$ cat src/rtl/d_cache_ctrl_pkg.sv
// Shared constants, field widths and FSM encoding for the write-through data cache.
package d_cache_ctrl_pkg;

    localparam int unsigned LATENCY_DEF = 4;
    localparam int unsigned ADDR_W      = 16;
    localparam int unsigned TAG_W       = 12;
    localparam int unsigned IDX_W       = 2;
    localparam int unsigned OFF_W       = 2;
    localparam int unsigned NUM_LINES   = 1 << IDX_W;
    localparam int unsigned LINE_WORDS  = 1 << OFF_W;

    typedef enum logic [1:0] {
        StIdle  = 2'd0,
        StRmiss = 2'd1,
        StWrite = 2'd2
    } state_t;

endpackage

$ cat src/rtl/d_cache_array.sv
// Valid/tag/data storage: combinational read port, one synchronous write port
// (full-line fill or single-word update).
module d_cache_array
    import d_cache_ctrl_pkg::*;
#(
    parameter int unsigned WORD = 16
) (
    input  logic                       i_clk,
    input  logic                       i_reset,
    input  logic [IDX_W-1:0]           i_rd_idx,
    output logic                       o_rd_valid,
    output logic [TAG_W-1:0]           o_rd_tag,
    output logic [LINE_WORDS*WORD-1:0] o_rd_line,
    input  logic                       i_fill,
    input  logic                       i_upd,
    input  logic [IDX_W-1:0]           i_wr_idx,
    input  logic [OFF_W-1:0]           i_wr_off,
    input  logic [TAG_W-1:0]           i_wr_tag,
    input  logic [LINE_WORDS*WORD-1:0] i_wr_line,
    input  logic [WORD-1:0]            i_wr_word
);

    logic [NUM_LINES-1:0]       r_valid;
    logic [TAG_W-1:0]           r_tag  [NUM_LINES];
    logic [LINE_WORDS*WORD-1:0] r_data [NUM_LINES];

    always_ff @(posedge i_clk or posedge i_reset) begin
        if (i_reset) begin
            r_valid <= '0;
        end else if (i_fill) begin
            r_valid[i_wr_idx] <= 1'b1;
        end
    end

    // Tag and data need no reset: valid gates every use of them.
    always_ff @(posedge i_clk) begin
        if (i_fill) begin
            r_tag[i_wr_idx]  <= i_wr_tag;
            r_data[i_wr_idx] <= i_wr_line;
        end else if (i_upd) begin
            r_data[i_wr_idx][WORD*i_wr_off +: WORD] <= i_wr_word;
        end
    end

    assign o_rd_valid = r_valid[i_rd_idx];
    assign o_rd_tag   = r_tag[i_rd_idx];
    assign o_rd_line  = r_data[i_rd_idx];

endmodule

$ cat src/rtl/d_cache_ctrl.sv
// Direct-mapped write-through data cache controller: zero-stall read hits,
// 4-word line fill on read miss, write-through with no allocate.
module d_cache_ctrl
    import d_cache_ctrl_pkg::*;
#(
    parameter int unsigned LATENCY = LATENCY_DEF,
    parameter int unsigned WORD    = 16
) (
    input  logic                       i_clk,
    input  logic                       i_reset,
    input  logic                       i_d_read,
    input  logic                       i_d_write,
    input  logic [ADDR_W-1:0]          i_d_addr,
    input  logic [WORD-1:0]            i_d_wdata,
    output logic [WORD-1:0]            o_d_rdata,
    output logic                       o_d_stall,
    output logic                       o_mem_read,
    output logic                       o_mem_write,
    output logic [ADDR_W-1:0]          o_mem_addr,
    output logic [WORD-1:0]            o_mem_wdata,
    input  logic [LINE_WORDS*WORD-1:0] i_mem_rdata,
    output logic [15:0]                o_rd_hits,
    output logic [15:0]                o_rd_misses
);

    localparam logic [3:0] CNT_LAST = 4'(LATENCY - 1);

    state_t              r_state;
    state_t              w_state_next;
    logic [3:0]          r_cnt;
    logic [ADDR_W-1:0]   r_addr;
    logic [WORD-1:0]     r_wdata;
    logic                r_hit;
    logic [15:0]         r_rd_hits;
    logic [15:0]         r_rd_misses;

    logic                       w_valid;
    logic [TAG_W-1:0]           w_tag;
    logic [LINE_WORDS*WORD-1:0] w_line;
    logic                       w_hit;
    logic                       w_last;
    logic                       w_accept;
    logic                       w_fill;
    logic                       w_upd;

    d_cache_array #(
        .WORD (WORD)
    ) u_array (
        .i_clk      (i_clk),
        .i_reset    (i_reset),
        .i_rd_idx   (i_d_addr[OFF_W +: IDX_W]),
        .o_rd_valid (w_valid),
        .o_rd_tag   (w_tag),
        .o_rd_line  (w_line),
        .i_fill     (w_fill),
        .i_upd      (w_upd),
        .i_wr_idx   (r_addr[OFF_W +: IDX_W]),
        .i_wr_off   (r_addr[OFF_W-1:0]),
        .i_wr_tag   (r_addr[ADDR_W-1 -: TAG_W]),
        .i_wr_line  (i_mem_rdata),
        .i_wr_word  (r_wdata)
    );

    assign w_hit    = w_valid && (w_tag == i_d_addr[ADDR_W-1 -: TAG_W]);
    assign w_last   = (r_cnt == CNT_LAST);
    assign w_accept = (r_state == StIdle) && (i_d_write || (i_d_read && !w_hit));
    assign w_fill   = (r_state == StRmiss) && w_last;
    assign w_upd    = (r_state == StWrite) && w_last && r_hit;

    always_ff @(posedge i_clk or posedge i_reset) begin
        if (i_reset) begin
            r_state <= StIdle;
        end else begin
            r_state <= w_state_next;
        end
    end

    always_comb begin
        w_state_next = r_state;
        unique case (r_state)
            StIdle: begin
                if (i_d_write) begin
                    w_state_next = StWrite;
                end else if (i_d_read && !w_hit) begin
                    w_state_next = StRmiss;
                end
            end
            StRmiss, StWrite: begin
                if (w_last) begin
                    w_state_next = StIdle;
                end
            end
            default: w_state_next = StIdle;
        endcase
    end

    always_comb begin
        o_d_rdata   = '0;
        o_d_stall   = 1'b0;
        o_mem_read  = 1'b0;
        o_mem_write = 1'b0;
        o_mem_addr  = '0;
        o_mem_wdata = '0;
        // Reset forces every handshake low even mid-access.
        if (!i_reset) begin
            unique case (r_state)
                StIdle: begin
                    if (i_d_write) begin
                        o_d_stall   = 1'b1;
                        o_mem_write = 1'b1;
                        o_mem_addr  = i_d_addr;
                        o_mem_wdata = i_d_wdata;
                    end else if (i_d_read) begin
                        if (w_hit) begin
                            o_d_rdata = w_line[WORD*i_d_addr[OFF_W-1:0] +: WORD];
                        end else begin
                            o_d_stall  = 1'b1;
                            o_mem_read = 1'b1;
                            o_mem_addr = {i_d_addr[ADDR_W-1:OFF_W], {OFF_W{1'b0}}};
                        end
                    end
                end
                StRmiss: begin
                    o_mem_read = 1'b1;
                    o_mem_addr = {r_addr[ADDR_W-1:OFF_W], {OFF_W{1'b0}}};
                    o_d_stall  = !w_last;
                    if (w_last) begin
                        o_d_rdata = i_mem_rdata[WORD*r_addr[OFF_W-1:0] +: WORD];
                    end
                end
                StWrite: begin
                    o_mem_write = 1'b1;
                    o_mem_addr  = r_addr;
                    o_mem_wdata = r_wdata;
                    o_d_stall   = !w_last;
                end
                default: ;
            endcase
        end
    end

    always_ff @(posedge i_clk or posedge i_reset) begin
        if (i_reset) begin
            r_cnt   <= '0;
            r_addr  <= '0;
            r_wdata <= '0;
            r_hit   <= 1'b0;
        end else if (w_accept) begin
            r_cnt   <= 4'd1;
            r_addr  <= i_d_addr;
            r_wdata <= i_d_wdata;
            r_hit   <= w_hit;
        end else if (r_state != StIdle) begin
            r_cnt <= w_last ? 4'd0 : r_cnt + 4'd1;
        end
    end

    always_ff @(posedge i_clk or posedge i_reset) begin
        if (i_reset) begin
            r_rd_hits   <= '0;
            r_rd_misses <= '0;
        end else if ((r_state == StIdle) && i_d_read && !i_d_write) begin
            if (w_hit) begin
                r_rd_hits <= r_rd_hits + 16'd1;
            end else begin
                r_rd_misses <= r_rd_misses + 16'd1;
            end
        end
    end

    assign o_rd_hits   = r_rd_hits;
    assign o_rd_misses = r_rd_misses;

endmodule

$ cat config.mk
export PLATFORM = sky130hd
export DESIGN_NAME = d_cache_ctrl
export DESIGN_NICKNAME = d
export VERILOG_FILES = /design/src/rtl/d_cache_ctrl_pkg.sv /design/src/rtl/d_cache_array.sv /design/src/rtl/d_cache_ctrl.sv
export SDC_FILE = /design/constraint.sdc
export NUM_CORES = 1
export LEC_CHECK = 0
export ABC_AREA = 1
export CAP_MARGIN = 15
export CORE_MARGIN = 3
export CORE_UTILIZATION = 55
export DETAILED_ROUTE_END_ITERATION = 8
export GPL_TIMING_DRIVEN = 1
export PLACE_DENSITY = 0.83
export SETUP_SLACK_MARGIN = 0.5
export SYNTH_ARGS = -nofsm -noshare
export SYNTH_HDL_FRONTEND = slang
export SYNTH_HIERARCHICAL = 1
export SYNTH_SLANG_ARGS = --single-unit
$ cat constraint.sdc
create_clock -name i_clk -period 5.1 [get_ports i_clk]
set_input_delay 1.02 -clock i_clk [delete_from_list [all_inputs] [get_ports i_clk]]
set_output_delay 1.02 -clock i_clk [all_outputs]
set_load 0.02 [all_outputs]
[Word-level counts from Yosys, hierarchy flattened]
Memory sizes are Yosys's and may differ from the RTL's.
Cells that the tools add are included.
Word-level totals
  memories: 2
  input bits: 100
  bits in writable memories: 304
  logic and storage cells: 218
  register bits: 75
Cells by class
  equality and inequality tests: 6
  reduce and logical (&&, ||, !) cells: 20
  bitwise gates (word level): 66
  order comparisons: 3
  $add $sub $neg: 4
  shift-type cells: 4
  mux-type cells: 105
Memory list
  u_array.r_data: depth 4, width 64, read ports 1, clocked after memory_dff 0, write ports 1, line d_cache_array.sv:25  | logic [LINE_WORDS*WORD-1:0] r_data [NUM_LINES];
  u_array.r_tag: depth 4, width 12, read ports 1, clocked after memory_dff 0, write ports 1, line d_cache_array.sv:24  | logic [TAG_W-1:0] r_tag [NUM_LINES];
Operator list (count)
  $mux W16: 11
  $shiftx A64 B7 Y16: 2
  $mux W1: 78
  $mux W64: 1
  $or A1 B1 Y1: 64
  $pmux W16 S2: 2
  $shift A16 B34 Y64 const A: 1
  $shiftx A16 B34 Y64: 1
  $pmux W16 S3: 1
  $neg A6 Y34: 1
  $add A16 B1 Y16 const B: 2
  $eq A12 B12 Y1: 1
  $mux W4: 3
  $logic_and A1 B1 Y1: 9
  $lt A2 B3 Y1 const B: 2
  $mux W2: 3
  $pmux W1 S2: 3
  $reduce_and A2 Y1: 3
  $add A4 B1 Y4 const B: 1
  $eq A4 B2 Y1 const B: 1
  $or A4 B4 Y4: 1
  $pmux W2 S2: 1
  $reduce_bool A2 Y1: 2
  $logic_not A1 Y1: 3
  other kinds (11): 11

[Logic depth before layout (Yosys ltp)]
  depth in word-level cells: 8
  mapped depth: 18

[By module]
The synthesis kept the hierarchy.
By module, submodules not included
  d_cache_array: cells each 1200, seq. area each 9228.9 µm², times used 1, area each 13280.2 µm²
  d_cache_ctrl: cells each 776, seq. area each 1776.7 µm², times used 1, area each 5282.6 µm²

[Worst setup path before layout]
OpenSTA, ideal clock, no wires.
  path type: input to output
  from: input i_d_addr[2]
  to: output o_mem_addr[12]
  setup slack: 1.117 ns
  arrival: 2.963 ns
  stages: 18
  path through: buf_2 > buf_2 > buf_2 > a21oi_1 > o21ai_0 > nand2_1 > nand2_1 > inv_1 > nor2_1 > nor2_1 > nand2_1 > nor2_4 > nand2_4 > nand3_4 > nand2_4 > buf_6 > nand2_1 > a21oi_1
Between the ends
  cells in the longest elaborated chain, start to end: 8
Ends and longest elaborated chain
  start: declaration: line d_cache_ctrl.sv:13  | input logic [ADDR_W-1:0] i_d_addr,
  $mem_v2 Z4 W12
  named net w_tag[10]: line d_cache_ctrl.sv:38  | logic [TAG_W-1:0] w_tag;
  $eq A12 B12 Y1: line d_cache_ctrl.sv:64  | assign w_hit = w_valid && (w_tag == i_d_addr[ADDR_W-1 -: TAG_W]);
  $logic_and A1 B1 Y1: line d_cache_ctrl.sv:64
  $mux W16: line d_cache_ctrl.sv:114  | if (w_hit) begin
  $mux W16: line d_cache_ctrl.sv:113  | end else if (i_d_read) begin
  $mux W16: line d_cache_ctrl.sv:108  | if (i_d_write) begin
  $pmux W16 S3: line d_cache_ctrl.sv:106  | unique case (r_state)
  $mux W16: line d_cache_ctrl.sv:105  | if (!i_reset) begin
  end: declaration: line d_cache_ctrl.sv:19  | output logic [ADDR_W-1:0] o_mem_addr,
The timed path passes the listed nets, and every way through them passes these cells. The select of a mux whose other input is x is not followed.

[Worst setup path in the final report]
  from: input i_d_addr[1]
  to: output o_d_rdata[11]
Between the ends
  cells in the longest elaborated chain, start to end: 6
Ends and longest elaborated chain
  $shiftx A64 B7 Y16: line d_cache_ctrl.sv:115  | o_d_rdata = w_line[WORD*i_d_addr[OFF_W-1:0] +: WORD];
  $mux W16: line d_cache_ctrl.sv:114
  $mux W16: line d_cache_ctrl.sv:113
  $mux W16: line d_cache_ctrl.sv:108
  $pmux W16 S2: line d_cache_ctrl.sv:106
  $mux W16: line d_cache_ctrl.sv:105
  end: declaration: line d_cache_ctrl.sv:15  | output logic [WORD-1:0] o_d_rdata,
Every way passes these cells.

==> summary.txt <==
Status
  • Status: finished, final reports clean

Worst setup path
  • CP top delay family: buffers and inverters
  • Slowest-stage cell, CP: clkdlybuf4s50_1
  • R2R depth: 9
  • Crit path kind: in2out
  • Critical path depth in cells: 6
  • CP Buf/Inv Count: 3
  • Crit Reg-Reg Endpoint: u_array/r_data[0][29]
  • CP Capture Type: output pin
  • Crit path max fanout: 10
  • Crit path required time: 4.08 ns
  • CP most frequent cell: clkdlybuf4s50_1
  • Arrival @ worst endpoint: 3.58 ns
  • Crit path cell chain: clkdlybuf4s50_1 > buf_4 > o32ai_1 > a22oi_1 > nor2_1 > clkdlybuf4s50_1
  • R2r setup slk: 1.45 ns
  • Launch point of the worst reg-to-reg path: r_state[0]
  • CP startpoint: i_d_addr[1]
  • Worst Setup EP: o_d_rdata[11]
  • Critical path's largest stage delay: 0.73 ns
  • Startpoint types: primary input

CTS
  • TritonCTS clock tree: yes
  • Bufs on Longest Clock Path: 3
  • CTS Sinks: 379
  • Clock latency on the worst-skew pair: 0.54 ns
  • Hold buffers post-CTS: 0
  • H-tree levels: 2
  • CTS root buf: clkbuf_16
  • Reg clk slew, reported paths: 0.06 ns
  • Total CTS buffers: 39

Logic synthesis
  • Synth warn: 6
  • Post-synth ARST share: 19.8%
  • Ys flop type: edfxtp_1
  • Sequential area share after synthesis: 59.3%
  • Multiplexer share of the synthesized area: 0.809%
  • Syn avg cell area: 9.39 um2
  • Area share of the largest cell type after synthesis: 49.2%
  • Largest family of logic cells by synthesized area: simple AND/OR/NAND/NOR gates
  • Post-Synth Simple-Gate Area: 18.5%
  • Post-synth cell types: 37
  • Post-Synth Adder-Cell Area: 0.809%
  • #FFs+latches synth: 379
  • Top cells by area, synth: edfxtp_1 (49%), nand2_1 (11%), dfrtp_1 (10%)
  • Synth Cell Area: 18600 um2
  • Dominant cell type by area after synthesis: edfxtp_1
  • Synth Net Count: 2088
  • Syn Inst Count: 1976
  • Post-Synth XOR/XNOR Area: 1.32%
  • Post-synth EDFFs: 304
  • Complex-gate fraction of the synthesized area: 11.5%

Cells and area
  • Fin nets: 2247
  • Synth-to-layout area growth: 18.8%
  • Most frequent cells in the layout: nand2_1 (527), edfxtp_1 (304), inv_1 (229)
  • Diodes inserted: 0
  • Fraction of layout cells with a size suffix above 1: 6.28%
  • Post-Layout Cell Count: 2606
  • Most common cell after layout, fill and taps aside: nand2_1
  • Fillers: 2462

Timing
  • Slew Limit Fails: 0
  • Final setup violating endpoints: 0
  • Final hold violations: 0
  • RSZ-0062 raised after global routing: yes
  • Setup TNS: 0 ns
  • Worst slew pin tran: 1.00 ns
  • Max Freq: 217 MHz
  • Period utilization: 90.2%
  • Worst Skew: 0.0230 ns
  • Slew headroom: 33.1%
  • Period minus WS final: 4.60 ns

Flow run
  • Max-Cap Viols: 0

Place
  • PortBufs: 182
  • DPL Wire Length: 37.5 mm
  • Placer congestion estimate: 0.950
  • Cell count after placement: 2533

Power
  • Pwr dens: 412 nW/um2
  • Leak pwr: 9.13 nW
  • Max VDD drop: 0.311 mV

Worst hold path
  • Min-Delay Path Class: reg2reg

GRT
  • Vias in the first global route: 14600
  • First-pass GRT wire length: 83.6 mm
  • Largest net degree at the start of global routing: 129
  • Total GRT Usage: 30.4%
  • Grt ovf: 0
  • Initial antenna violation count: 4

Floorplan
  • Chip Height: 190 um
  • Die area: 36000 um2
  • Initial core utilization: 56.5%
  • Chip width: 190 um
  • Row cnt: 66
  • Io pins: 183
  • Area of the core: 32900 um2

Route
  • Routed wire per std cell: 21.8 um
  • Vias/cell: 5.99
  • Drc violations: 0
  • Starting DRC count in detailed routing: 2310
  • Via count: 15600
  • Post-route ant nets: 0
  • Pre-antenna DRT Iters: 8
  • WL final: 56.9 mm
## layout make-up
| type | count | area [um2] | area share, % |
|---|---|---|---|
| multi-input cells | 1252 | 6150 | 27.9 |
| clock inverters | 14 | 83.8 | 0.380 |
| well taps | 442 | 553 | 2.51 |
| clock buffers | 56 | 1110 | 5.02 |
| repair buffers | 225 | 2240 | 10.2 |
| inverters | 238 | 906 | 4.11 |
| flip-flops and latches | 379 | 11000 | 49.9 |
## through the flow
step / power, mW / hold slack [ns] / instance area, um2 / util [%] / setup WS (ns)
global route: 9.41 / 0.515 / 22000 / 67.1 / 0.467
CTS: 8.97 / 0.484 / 22000 / 66.9 / 0.468
detailed placement: 6.31 / 0.463 / 20700 / 63.1 / 0.198
global placement: 6.25 / 0.457 / 20700 / 63.1 / 0.263
finish: 9.08 / 0.481 / 22000 / 67.1 / 0.500
floorplan: 5.38 / 0.424 / 18600 / - / 1.12
## registers in the layout (all words and copies together) (netlist names)
signal,cells
r_cnt,4
r_hit,1
o_rd_hits,16
r_state,2
u_array/r_data,256
u_array/r_valid,4
r_wdata,16
o_rd_misses,16
r_addr,16
u_array/r_tag,48
## power by group
group	leakage (nW)	total, mW	internal [mW]	switching, mW
Sequential	3.68	4.06	3.66	0.398
Clock	0.586	2.67	1.51	1.15
Combinational	4.86	2.34	0.775	1.57
Total	9.13	9.08	5.95	3.12
## routing by layer
layer	part of all wire (%)	vias to the layer above	track usage (%)
met5	0.079	-	0
met4	5.6	6	14.7
met3	14	198	7.65
met2	45	1141	47.5
met1	36	7313	39.9
li1	-	6963	-
## timing repair
action,CTS,global route
setup endpoints to repair,24,30
resized for setup,3,12
setup buffers,0,0
pin swaps,0,1
cloned,1,2
## worst register-to-register path, delay by kind of cell (launching register included)
| family | cells | cell delay [ns] |
|---|---|---|
| adder cells (fa/ha/maj) | 1 | 0.14 |
| flip-flops | 1 | 0.41 |
| AND/OR/NAND/NOR | 5 | 2.48 |
| buffers and inverters | 3 | 0.46 |
## cell families after synthesis
group / count (synthesis)
AND/OR/NAND/NOR: 834
flip-flops: 379
AO/OA/AOI/OAI: 362
buffers and inverters: 346
XOR/XNOR: 28
multiplexers: 15
adder cells (fa/ha/maj): 12
## Yosys cell counts, drive strengths merged (12+ instances only)
master,instances
o211ai,76
clkbuf,37
o32ai,17
edfxtp,304
mux2i,15
xor2,14
inv,237
a21oi,116
nand3,103
a22oi,16
nor2,162
xnor2,14
nand2,534
buf,71
o21ai,117
nand4,18
o22ai,18
nor3,12
ha,12
dfrtp,75
## how the worst min path moves through the flow
stage / start / end / slack [ns] / cells after the start
2_1_floorplan: u_array/r_valid[2] / u_array/r_valid[2] / 0.42 / 2
3_3_place_gp: u_array/r_valid[2] / u_array/r_valid[2] / 0.46 / 2
3_5_place_dp: u_array/r_valid[1] / u_array/r_valid[1] / 0.46 / 1
4_1_cts: u_array/r_valid[2] / u_array/r_valid[2] / 0.48 / 2
5_1_grt: u_array/r_valid[2] / u_array/r_valid[2] / 0.52 / 2
6_report: u_array/r_valid[2] / u_array/r_valid[2] / 0.48 / 2
Note: power is estimated with default switching activity, not from simulation.
